**src/rtl/gmii_rx_frame_arbiter.sv**
```systemverilog
// ============================================================================
// Module   : gmii_rx_frame_arbiter
// Brief    : Frame-granular round-robin drain of per-port GMII rx FIFOs into
//            one shared 9-bit write port; drops orphans, truncates runaways.
// Revision : 1.0 - initial release
// ============================================================================
`default_nettype none

module gmii_rx_frame_arbiter #(
    parameter int PORT_NUM  = 4,
    parameter int MAX_WORDS = 1536,
    parameter int CNT_W     = 11
) (
    input  logic                  clk_sys,
    input  logic                  reset_n,
    input  logic [PORT_NUM*9-1:0] iv_fifo_rdata,
    input  logic [PORT_NUM-1:0]   iv_fifo_empty,
    output logic [PORT_NUM-1:0]   ov_fifo_rd,
    output logic [8:0]            ov_data,
    output logic                  o_data_wr,
    input  logic                  i_data_full,
    output logic [2:0]            ov_port_id,
    output logic                  o_frame_trunc_pulse,
    output logic                  o_orphan_pulse
);

    typedef enum logic [1:0] {
        IDLE_S  = 2'd0,
        HEAD_S  = 2'd1,
        TRANS_S = 2'd2,
        DISC_S  = 2'd3
    } state_t;

    localparam logic [2:0]       c_last_port = 3'(PORT_NUM - 1);
    localparam logic [CNT_W-1:0] c_cnt_last  = CNT_W'(MAX_WORDS - 1);

    state_t           state_q, state_d;
    logic [2:0]       grant_q, grant_d;
    logic [2:0]       last_grant_q, last_grant_d;
    logic [CNT_W-1:0] word_cnt_q, word_cnt_d;
    logic [8:0]       data_q, data_d;
    logic             data_wr_q, data_wr_d;
    logic [2:0]       port_id_q, port_id_d;
    logic             trunc_q, trunc_d;
    logic             orphan_q, orphan_d;

    // Pad to 8 slots so a 3-bit grant indexes without range issues; unused
    // slots look permanently empty and are never selected.
    logic [8:0] port_word [8];
    logic [7:0] port_empty;

    for (genvar p = 0; p < 8; p++) begin : g_port
        if (p < PORT_NUM) begin : g_used
            assign port_word[p]  = iv_fifo_rdata[p*9 +: 9];
            assign port_empty[p] = iv_fifo_empty[p];
        end else begin : g_unused
            assign port_word[p]  = 9'd0;
            assign port_empty[p] = 1'b1;
        end
    end

    logic [8:0] cur_word;
    logic       cur_empty;
    assign cur_word  = port_word[grant_q];
    assign cur_empty = port_empty[grant_q];

    logic       scan_hit;
    logic [2:0] scan_port;
    logic [3:0] scan_idx;

    always_comb begin
        scan_hit  = 1'b0;
        scan_port = 3'd0;
        scan_idx  = 4'd0;
        for (int i = 1; i <= PORT_NUM; i++) begin
            scan_idx = {1'b0, last_grant_q} + 4'(i);
            if (scan_idx >= 4'(PORT_NUM)) begin
                scan_idx = scan_idx - 4'(PORT_NUM);
            end
            if (!scan_hit && !port_empty[scan_idx[2:0]]) begin
                scan_hit  = 1'b1;
                scan_port = scan_idx[2:0];
            end
        end
    end

    logic       rd_en;
    logic [7:0] rd_vec;

    always_comb begin
        rd_en  = 1'b0;
        rd_vec = 8'd0;
        case (state_q)
            HEAD_S, TRANS_S: rd_en = !cur_empty && !i_data_full;
            DISC_S:          rd_en = !cur_empty;
            default:         rd_en = 1'b0;
        endcase
        rd_vec[grant_q] = rd_en;
    end

    assign ov_fifo_rd = rd_vec[PORT_NUM-1:0];

    always_comb begin
        state_d      = state_q;
        grant_d      = grant_q;
        last_grant_d = last_grant_q;
        word_cnt_d   = word_cnt_q;
        data_d       = data_q;
        data_wr_d    = 1'b0;
        port_id_d    = port_id_q;
        trunc_d      = 1'b0;
        orphan_d     = 1'b0;
        case (state_q)
            IDLE_S: begin
                if (scan_hit) begin
                    grant_d   = scan_port;
                    port_id_d = scan_port;
                    state_d   = HEAD_S;
                end
            end
            HEAD_S: begin
                if (rd_en) begin
                    if (cur_word[8]) begin
                        data_d     = cur_word;
                        data_wr_d  = 1'b1;
                        word_cnt_d = CNT_W'(1);
                        state_d    = TRANS_S;
                    end else begin
                        orphan_d = 1'b1;
                        state_d  = DISC_S;
                    end
                end
            end
            TRANS_S: begin
                if (rd_en) begin
                    data_d    = cur_word;
                    data_wr_d = 1'b1;
                    if (cur_word[8]) begin
                        last_grant_d = grant_q;
                        word_cnt_d   = '0;
                        state_d      = IDLE_S;
                    end else if (word_cnt_q == c_cnt_last) begin
                        // Close the frame downstream with a forced tail flag.
                        data_d       = {1'b1, cur_word[7:0]};
                        trunc_d      = 1'b1;
                        last_grant_d = grant_q;
                        word_cnt_d   = '0;
                        state_d      = DISC_S;
                    end else begin
                        word_cnt_d = word_cnt_q + 1'b1;
                    end
                end
            end
            DISC_S: begin
                if (rd_en && cur_word[8]) begin
                    last_grant_d = grant_q;
                    word_cnt_d   = '0;
                    state_d      = IDLE_S;
                end
            end
            default: state_d = IDLE_S;
        endcase
    end

    always_ff @(posedge clk_sys or negedge reset_n) begin
        if (!reset_n) begin
            state_q      <= IDLE_S;
            grant_q      <= 3'd0;
            last_grant_q <= c_last_port;
            word_cnt_q   <= '0;
            data_q       <= 9'd0;
            data_wr_q    <= 1'b0;
            port_id_q    <= 3'd0;
            trunc_q      <= 1'b0;
            orphan_q     <= 1'b0;
        end else begin
            state_q      <= state_d;
            grant_q      <= grant_d;
            last_grant_q <= last_grant_d;
            word_cnt_q   <= word_cnt_d;
            data_q       <= data_d;
            data_wr_q    <= data_wr_d;
            port_id_q    <= port_id_d;
            trunc_q      <= trunc_d;
            orphan_q     <= orphan_d;
        end
    end

    assign ov_data             = data_q;
    assign o_data_wr           = data_wr_q;
    assign ov_port_id          = port_id_q;
    assign o_frame_trunc_pulse = trunc_q;
    assign o_orphan_pulse      = orphan_q;

endmodule

`default_nettype wire

```
**config.mk**
```make
export PLATFORM = sky130hd
export DESIGN_NAME = gmii_rx_frame_arbiter
export DESIGN_NICKNAME = d
export VERILOG_FILES = /design/src/rtl/gmii_rx_frame_arbiter.sv
export SDC_FILE = /design/constraint.sdc
export NUM_CORES = 1
export LEC_CHECK = 0
export CAP_MARGIN = 5
export CORE_MARGIN = 2
export CORE_UTILIZATION = 43
export DETAILED_ROUTE_END_ITERATION = 16
export HOLD_SLACK_MARGIN = 0.03
export PLACE_DENSITY = 0.86
export SYNTH_ARGS = -nofsm -noshare
export SYNTH_HDL_FRONTEND = slang
export SYNTH_SLANG_ARGS = --single-unit
```
**constraint.sdc**
```tcl
create_clock -name clk_sys -period 3.1 [get_ports clk_sys]
set_clock_uncertainty 0.15 [all_clocks]
set_input_delay 0.465 -clock clk_sys [delete_from_list [all_inputs] [get_ports clk_sys]]
set_output_delay 0.465 -clock clk_sys [all_outputs]
set_load 0.05 [all_outputs]
```
; ---- After elaboration in Yosys (flattened, before gate mapping)
; Cells that the tools add are included.
[op_classes]
addsub = 9
n_lt_le_gt_ge = 11
eq_ne = 10
muxes = 65
n_bitwise = 2
n_reduce_logical = 23
[op_table]
columns = cell, count
row1 = $mux 11, 6
row2 = $mux 9, 7
row3 = $mux 3, 12
row4 = $pmux 11 s3, 1
row5 = $bmux 9 s3, 1
row6 = $mux 1, 21
row7 = $lt 3x4->1 const B, 5
row8 = $pmux 9 s2, 1
row9 = $ge 4x3->1 const B, 4
row10 = $bmux 1 s3, 5
row11 = $mux 2, 6
row12 = $sub 3x3->3 const B, 4
row13 = $add 11x1->11 const B, 1
row14 = $eq 11x11->1 const B, 1
row15 = $ne 2x2->1 const B, 5
row16 = $reduce_and 5->1, 2
row17 = $add 3x2->4 const B, 2
row18 = $pmux 2 s4, 1
row19 = $reduce_and 4->1, 2
row20 = $logic_not 1->1, 7
row21 = $logic_and 1x1->1, 6
row22 = $pmux 3 s2, 1
row23 = $add 3x1->4 const B, 1
row24 = $add 3x3->4 const B, 1
row25 = 14 further kinds, 17
[totals]
register_bits = 31
inputBits = 43
out_inout_bits = 19
elab_cells = 128

; ---- Longest topological paths before layout
; Gate-level depths: netlist of run 1.
[depth]
word_depth = 16
ltp_mapped = 8
mapped_depth_nobuf = 7

; ---- Worst setup path after synthesis of run 1
; OpenSTA, ideal clock, no wires.
[synth_path]
path_type = register -> output
from = reg ov_port_id[0] (netlist name)
to = out ov_fifo_rd[0]
t_arrival_ps = 2902
required_ps = 2485
path_slack_ps = -417
path_stages_with_launch = 5
path_buffers = 1
cell_sequence = dfrtp_1 > clkbuf_1 > mux4_2 > a2111o_1 > nor3_1
[synth_rtl]
columns = item, line
row1 = "end, declared", 18  ; output logic [PORT_NUM-1:0] ov_fifo_rd,

; ---- Final worst setup path of run 1
[layout_path]
from = in iv_fifo_empty[1]
to = out ov_fifo_rd[0]
[layout_via]
elab_chain_len = 6
[layout_rtl]
columns = item, line
row1 = "start, declared", 17  ; input logic [PORT_NUM-1:0] iv_fifo_empty,
row2 = $bmux 1 s3 *, 65  ; assign cur_empty = port_empty[grant_q];
row3 = $mux 1 (implied by the code) *, 65
row4 = $logic_not 1->1 *, "94, 95"
row5 = $logic_and 1x1->1, 94  ; HEAD_S, TRANS_S: rd_en = !cur_empty && !i_data_full;
row6 = $pmux 1 s2 *, 93  ; case (state_q)
row7 = $and 4x4->4 (no source line) *, --
; Mark *: on every way between the ends. The rest lies on a longest branch, timed or not. The select of a mux whose other input is x is not followed.

==> out/qor.txt, run 1 <==
status: finished, final reports clean
WL final: 5.615 mm
Syn Nets: 266
Pwr Total: 2.922 mW
YS warnings: 0
clock-pin slew of the registers on the worst-case setup and hold paths: 0.07 ns
# DRC: 0
Netlist cell types: 42
DP Cell Count: 349
period utilization: 94.26%
crit path DAT: 2.31 ns
slowest CP cell: mux4_2
relative slew slack: 58.27%
Iter 0 DRT Violations: 128
total grt overflow: 0
CTS H-tree depth: 2
crit-path cells: clkdlybuf4s50_1 -> mux4_2 -> a2111o_1 -> nor3_1 -> buf_4 -> buf_12
largest family of logic cells by synthesized area: compound AO/OA/AOI/OAI gates
top_reg_cell synth: dfrtp_1
final-stage net count: 340
area delta synth->final: 44.19%
fmax: 0.3422 GHz
critical path fanouts, max: 4
# IOs: 62
die area: 5489 sq um
Chip Width: 74.09 microns
post-place setup slack: 0.08284 ns
EDFF count, synth: 0
CTS tree: yes
largest area contributor in the netlist: dfrtp_1
initial core utilization: 44.72%
Area contributors post-synth: dfrtp_1 (34%), mux4_2 (14%), nand2_1 (5.2%)
adder-cell share of the synthesized area: 4.739%
Die Height: 74.09 microns
final setup violation count: 0
ys async rst share: 100.0%
GRT Total Usage: 22.19%
Antenna Nets Post-Route: 0
wire per inst: 15.73 microns
Vias/cell: 5.734
kind of critical path: input port to primary output
Synth Area in Simple Gates: 14.99%
clk sinks: 31
largest net degree at the start of global routing: 32
Mapped Area: 2112 sq um
Worst Hold Class: flip-flop to flip-flop
root buf cell: clkbuf_8
CTS Buffer Depth: 2
max cap viols: 0
clk_lat worst skew: 0.29 ns
cts bufs inserted: 5
final slew viol count: 0
#FFs+latches synth: 31
VDD IR max: 0.3817 mV
top cell type's share of synthesized area: 34.36%
CP bufs+invs: 3
RSZ-0062 raised after global routing: false
Critical Path End Type: primary output
num rows: 25
post-DP HPWL: 4.386 mm
Final Hold Vio Count: 0
Compound-Gate Fraction of Synth Area: 21.80%
first-pass GRT wire length: 9.432 mm
Final GP Congestion: 0.8726
top cell family by delay on the critical path: buffers and inverters
Max stage delay on crit path: 0.53 ns
setup TNS: 0 ns
mux cell area share after synthesis: 17.95%
leakage power: 1.238 nW
vias in the first global route: 2054
Power Density: 959.4 nW/um^2
I/O Buffers: 61
Worst-Margin Slew: 0.6212 ns
setup ws final: 0.1778 ns
hold_buf cts: 0
xor and xnor area share after synthesis: 0%
Filler cells: 366
fin cells: 357
mean post-synth cell area: 9.823 sq um
post-layout min period: 2.922 ns
antenna violations before repair: 0
share of the yosys chip area belonging to registers: 36.85%
Vias: 2047
core area: 4723 sq um
synthesized instance count: 215
Crit path required time: 2.48 ns
layout cells sized above 1: 18.62%
crit path launch type: input port
Diodes inserted: 0
R2R setup slack: 0.22 ns
Pre-antenna DRT Iters: 4
cells by family after synthesis:
kind of cell    after synthesis
buf+inv                      20
mux                          21
compound gates               66
simple gates                 69
fa+ha+maj                     8
flops                        31
cells in the mapped netlist, types with 3 or more instances:
library cell and count:
and2_1 3, nand3_1 4, mux2i_1 3, nand2_1 29, mux2_2 5, dfrtp_1 29, a21oi_1 15, inv_1 11
o21ai_0 19, nor2_1 13, mux4_2 13, nor3_1 6, ha_1 8, nand2b_1 3, clkbuf_1 7, a31oi_1 8
worst register-to-register path, cell delays in order, from the launching register on:
cell and delay [ns]:
dfstp_2 0.65, inv_1 0.07, ha_1 0.34, mux4_2 0.32, a21oi_1 0.08, nor4_1 0.55
nand2b_1 0.25, mux2_2 0.35
power breakdown:
part	internal (mW)	switching, mW	total (mW)
Combinational	0.793	1.06	1.85
Clock	0.260	0.146	0.405
Sequential	0.540	0.124	0.664
metal layers:
| layer | vias up | wire length (microns) | global-route usage (%) |
|---|---|---|---|
| met1 | 978 | 2229 | 24.44 |
| li1 | 962 | - | - |
| met3 | 18 | 437 | 6.640 |
| met2 | 89 | 2816 | 39.98 |
| met4 | 0 | 131 | 8.687 |
| met5 | - | 0 | 0 |
metrics by stage:
stage	util, %	cell area, sq um	hold WS (ns)
after global routing	64.48	3045	0.3748
after floorplan	-	2117	0.01941
final	64.48	3045	0.3378
after CTS	64.48	3045	0.3426
after global placement	61.99	2928	0.3128
after detailed placement	61.99	2928	0.3294
placed cells by master (no fill, tap or decap), drive strengths merged, types with 3 or more instances in the layout:
cell,count
clkdlybuf4s50,57
nand2,29
dfrtp,29
o21ai,19
buf,19
a21oi,15
mux4,13
nor2,13
inv,11
a31oi,8
ha,8
nor3,6
clkbuf,6
mux2,5
nand3,4
and2,3
nand2b,3
mux2i,3
a2111oi,3
final timing paths:
kind / startpoint / to / depth (start not counted)
hold reg to reg: ov_data[8] / ov_data[8] / 2
hold / removal: ov_data[8] / ov_data[8] / 2
setup / recovery: iv_fifo_empty[1] / ov_fifo_rd[0] / 6
min in group asynchronous: reset_n / ov_data[6] / 2
setup reg to reg: last_grant_q[1] / ov_port_id[0] / 7
max in group asynchronous: reset_n / last_grant_q[1] / 2
flip-flops by register name, indices dropped and copies added (netlist names):
register	flops
last_grant_q	3
o_data_wr	1
o_frame_trunc_pulse	1
o_orphan_pulse	1
ov_data	9
ov_port_id	3
state_q	2
word_cnt_q	11
area by class of cell:
type | instances | area (sq um) | share of cell area [%]
Clock buffer | 6 | 82.58 | 2.712
Clock inverter | 2 | 35.03 | 1.150
Inverter | 11 | 41.29 | 1.356
Multi-Input combinational cell | 164 | 1261 | 41.41
Sequential cell | 31 | 778.2 | 25.55
Tap cell | 67 | 83.83 | 2.753
Timing Repair Buffer | 76 | 763.2 | 25.06
timing repair:
item / in CTS / in global routing
setup buffers: 0 / 0
endpoints found under the setup margin: 0 / 1
endpoints found under the hold margin: 0 / 0
gates resized for setup: 0 / 0
(Power assumes the default switching activity.)
==> inputs of run 2 (changes only) <==
MAX_ROUTING_LAYER = met4   (was unset)
==> run 2 against run 1 <==
Register-to-register slack is essentially flat. Worst hold slack is essentially flat. Maximum frequency is essentially flat. Via count decreased by 0.39%. Highest routed layer unchanged. Sequential power about the same. First-iteration DRC count shrank 19%. Critical endpoint unchanged. Global-route usage up 0.56 points.
==> out/qor.txt, run 2 (synthesized netlist as in run 1, its figures left out) <==
post-place setup slack: 0.08284 ns
leakage power: 1.238 nW
GRT Total Usage: 22.74%
crit path launch type: input port
Final Hold Vio Count: 0
period utilization: 94.35%
core area: 4723 sq um
Resized Gates After CTS: 0
final core occ: 64.48%
max reg flops: 11
CP bufs+invs: 3
Final GP Congestion: 0.8870
largest reg by FF count: word_cnt_q
# DRC: 0
CTS Buffer Depth: 2
Filler cells: 366
I/O Buffers: 61
Critical R2R Launch: last_grant_q[1]
antenna violations before repair: 0
Pre-antenna DRT Iters: 4
clock-pin slew of the registers on the worst-case setup and hold paths: 0.07 ns
WL final: 5.634 mm
die area: 5489 sq um
Power Density: 960.8 nW/um^2
# IOs: 62
Crit path required time: 2.48 ns
cts bufs inserted: 5
largest net degree at the start of global routing: 32
commonest cells after routing, fill and taps aside: clkdlybuf4s50_1 (57), nand2_1 (29), dfrtp_1 (29), o21ai_0 (19)
Chip Width: 74.09 microns
crit-path cells: clkdlybuf4s50_1 -> mux4_2 -> a2111o_1 -> nor3_1 -> buf_4 -> buf_12
vias in the first global route: 2054
slowest CP cell: mux4_2
status: finished, final reports clean
Diodes inserted: 0
post-layout min period: 2.925 ns
Worst Hold Class: flip-flop to flip-flop
Antenna Nets Post-Route: 0
Pwr Total: 2.926 mW
CTS H-tree depth: 2
Vias/cell: 5.711
kind of critical path: input port to primary output
clk_lat worst skew: 0.29 ns
Die Height: 74.09 microns
clk sinks: 31
VDD IR max: 0.3828 mV
first-pass GRT wire length: 9.404 mm
CTS tree: yes
Worst Hold Launch: ov_data[8]
CP startpoint: iv_fifo_empty[1]
design area: 3045 sq um
postcts setup bufs: 0
top cell family by delay on the critical path: buffers and inverters
setup TNS: 0 ns
Critical Path End Type: primary output
commonest non-fill, non-tap cell in the layout: clkdlybuf4s50_1
fmax: 0.3419 GHz
fin cells: 357
Vias: 2039
RSZ-0062 raised after global routing: false
root buf cell: clkbuf_8
relative slew slack: 56.62%
Max stage delay on crit path: 0.53 ns
initial core utilization: 44.72%
total grt overflow: 0
Iter 0 DRT Violations: 104
wire per inst: 15.78 microns
DP Cell Count: 349
final setup violation count: 0
num rows: 25
Worst-Margin Slew: 0.6457 ns
placed cell area: 2928 sq um
area delta synth->final: 44.19%
setup ws final: 0.1751 ns
crit path DAT: 2.31 ns
post-DP HPWL: 4.386 mm
final-stage net count: 340
final slew viol count: 0
critical path fanouts, max: 4
layout cells sized above 1: 18.62%
hold_buf cts: 0
Min Hold Slack: 0.3378 ns
max cap viols: 0
-- run 2: cell counts in the layout (fill, tap and decap cells not counted) --
No cell type changed its count.
-- run 2: per-layer routing --
metal / part of all wire, % / global-route usage [%] / vias to the layer above
met5: 0 / - / -
met4: 2.4 / 8.687 / 0
met3: 8.2 / 5.827 / 21
met2: 50 / 40.08 / 96
met1: 39 / 24.44 / 963
li1: - / - / 959
-- run 2: worst reg2reg max path: stages (launching register included) --
cell,delay [ns]
dfstp_2,0.65
inv_1,0.07
ha_1,0.34
mux4_2,0.32
a21oi_1,0.08
nor4_1,0.55
nand2b_1,0.25
mux2_2,0.35
-- run 2: worst paths after layout --
path                                   end  slack, ns  cells past startpoint
max reg2reg                  ov_port_id[0]       0.22                      7
min reg2reg                     ov_data[8]       0.34                      2
min                             ov_data[8]       0.34                      2
max in group asynchronous  last_grant_q[1]       2.06                      2
max                          ov_fifo_rd[0]       0.18                      6
min in group asynchronous       ov_data[6]       0.41                      2
-- run 2: final cells by class --
type                       count  area (sq um)  share of cell area [%]
tap                           67         83.83                   2.753
clock inverter                 2         35.03                   1.150
inverter                      11         41.29                   1.356
sequential                    31         778.2                   25.55
timing repair buffer          76         763.2                   25.06
multi-input combinational    164          1261                   41.41
clock buffer                   6         82.58                   2.712
-- run 2: report_power, final --
part           total, mW  internal [mW]  leakage [nW]  switching, mW
Combinational       1.86          0.794         0.777           1.06
Sequential         0.664          0.540         0.400          0.124
Clock              0.406          0.260        0.0612          0.146
==> inputs of run 3 (changes only) <==
PLACE_DENSITY = unset   (was 0.86)
PLACE_DENSITY_LB_ADDON = 0.05   (was unset)
==> run 3 against run 2 <==
Power fell by 0.57%. Sequential power about the same. Via count decreased by 2.7%. Global-route usage is 0.89 points lower. Worst hold slack got worse by 0.012 ns. Sequential cell count did not move. Sequential share of layout area is the same. Largest cell class unchanged.
==> out/qor.txt, run 3 (synthesized netlist as in run 1, its figures left out) <==
I/O Buffers: 61
clk_lat worst skew: 0.28 ns
RR Endpoint: ov_port_id[0]
fmax: 0.3359 GHz
final slew viol count: 0
Final Hold Vio Count: 0
combinational group share of total power: 63.2%
largest net degree at the start of global routing: 32
kind of critical path: input port to primary output
final-stage net count: 340
CTS Buffer Depth: 2
layout cells sized above 1: 18.62%
Most Crowded Layer GR: met2
die area: 5489 sq um
post-place setup slack: -0.03127 ns
GR Util met1: 27.09%
Vias: 1983
Diodes inserted: 0
postcts setup bufs: 0
Critical R2R Launch: last_grant_q[1]
Crit path required time: 2.48 ns
Iter 0 DRT Violations: 151
relative slew slack: 59.00%
crit path DAT: 2.36 ns
Resized Gates After CTS: 0
placed cell area: 2928 sq um
initial core utilization: 44.72%
sequential share of power: 22.8%
Die Height: 74.09 microns
switching share of power: 45.25%
period utilization: 96.02%
clk sinks: 31
Pre-antenna DRT Iters: 5
post-DP HPWL: 4.237 mm
crit path launch type: input port
post-layout min period: 2.977 ns
commonest cells after routing, fill and taps aside: clkdlybuf4s50_1 (57), nand2_1 (29), dfrtp_1 (29), o21ai_0 (19)
CTS tree: yes
total grt overflow: 0
num rows: 25
CTS H-tree depth: 2
# DRC: 0
critical path fanouts, max: 2
design area: 3045 sq um
WL final: 5.527 mm
met3 Resource Use GR: 4.065%
Critical Path End Type: primary output
Filler cells: 419
P_sw: 1.316 mW
vias in the first global route: 1859
Worst-Margin Slew: 0.6094 ns
R2R setup slack: 0.25 ns
max cap viols: 0
root buf cell: clkbuf_8
leakage power: 1.238 nW
GRT met2 Usage: 35.91%
CP startpoint: iv_fifo_empty[3]
Power Density: 955.3 nW/um^2
RSZ-0062 raised after global routing: false
VDD IR max: 0.5771 mV
hold_buf cts: 0
fin cells: 357
GRT Total Usage: 21.86%
Final GP Congestion: 0.8587
largest reg by FF count: word_cnt_q
core area: 4723 sq um
Register-to-Register Path Depth: 7
final setup violation count: 0
DP Cell Count: 349
Worst Hold Class: flip-flop to flip-flop
Chip Width: 74.09 microns
setup ws final: 0.1233 ns
status: finished, final reports clean
area delta synth->final: 44.19%
first-pass GRT wire length: 8.914 mm
commonest non-fill, non-tap cell in the layout: clkdlybuf4s50_1
clock-pin slew of the registers on the worst-case setup and hold paths: 0.06 ns
internal power: 1.593 mW
wire per inst: 15.48 microns
Critical path destination: ov_fifo_rd[1]
# IOs: 62
Vias/cell: 5.555
Antenna Nets Post-Route: 0
cts bufs inserted: 5
Clock power frac: 14.0%
antenna violations before repair: 0
max reg flops: 11
final core occ: 64.48%
run 3: routing by layer:
layer | vias to the layer above | wire length (microns)
met1 | 963 | 2486
met5 | - | 0
met3 | 9 | 235
met2 | 54 | 2715
li1 | 957 | -
met4 | 0 | 89
run 3: worst max-delay path, stage by stage:
cell	delay (ns)
clkdlybuf4s50_1	0.44
mux4_2	0.51
buf_4	0.16
a2111oi_4	0.34
nand2_1	0.15
nor2_2	0.14
buf_12	0.15
run 3: cell type report:
cell class              count  area, sq um  share of cell area, %
well taps                  67        83.83                  2.753
inverters                  11        41.29                  1.356
flip-flops and latches     31        778.2                  25.55
clock buffers               6        82.58                  2.712
repair buffers             76        763.2                  25.06
clock inverters             2        35.03                  1.150
multi-input cells         164         1261                  41.41
run 3: power groups by stage:
stage / Clock [mW] / Combinational, mW / Sequential, mW
3_3_place_gp: 0 / 1.81 / 0.666
2_1_floorplan: 0 / 1.07 / 0.871
4_1_cts: 0.415 / 1.84 / 0.665
3_5_place_dp: 0 / 1.83 / 0.672
5_1_grt: 0.435 / 1.97 / 0.687
6_report: 0.408 / 1.84 / 0.662
run 3: how the worst min path moves through the flow:
stage | depth (start not counted) | start | endpoint | slack, ns
floorplan | 0 | reset_n | last_grant_q[2] | 0.02
global placement | 2 | ov_data[0] | ov_data[0] | 0.31
detailed placement | 2 | ov_data[8] | ov_data[8] | 0.32
CTS | 2 | ov_data[8] | ov_data[8] | 0.33
global route | 2 | ov_data[8] | ov_data[8] | 0.37
finish | 2 | ov_data[8] | ov_data[8] | 0.33
run 3: through the flow:
stage	hold slack, ns	total power, mW	setup TNS (ns)
floorplan	0.01941	1.941	-0.8337
global placement	0.3140	2.477	0
detailed placement	0.3192	2.504	-0.03127
CTS	0.3338	2.923	0
global route	0.3662	3.093	0
finish	0.3253	2.909	0
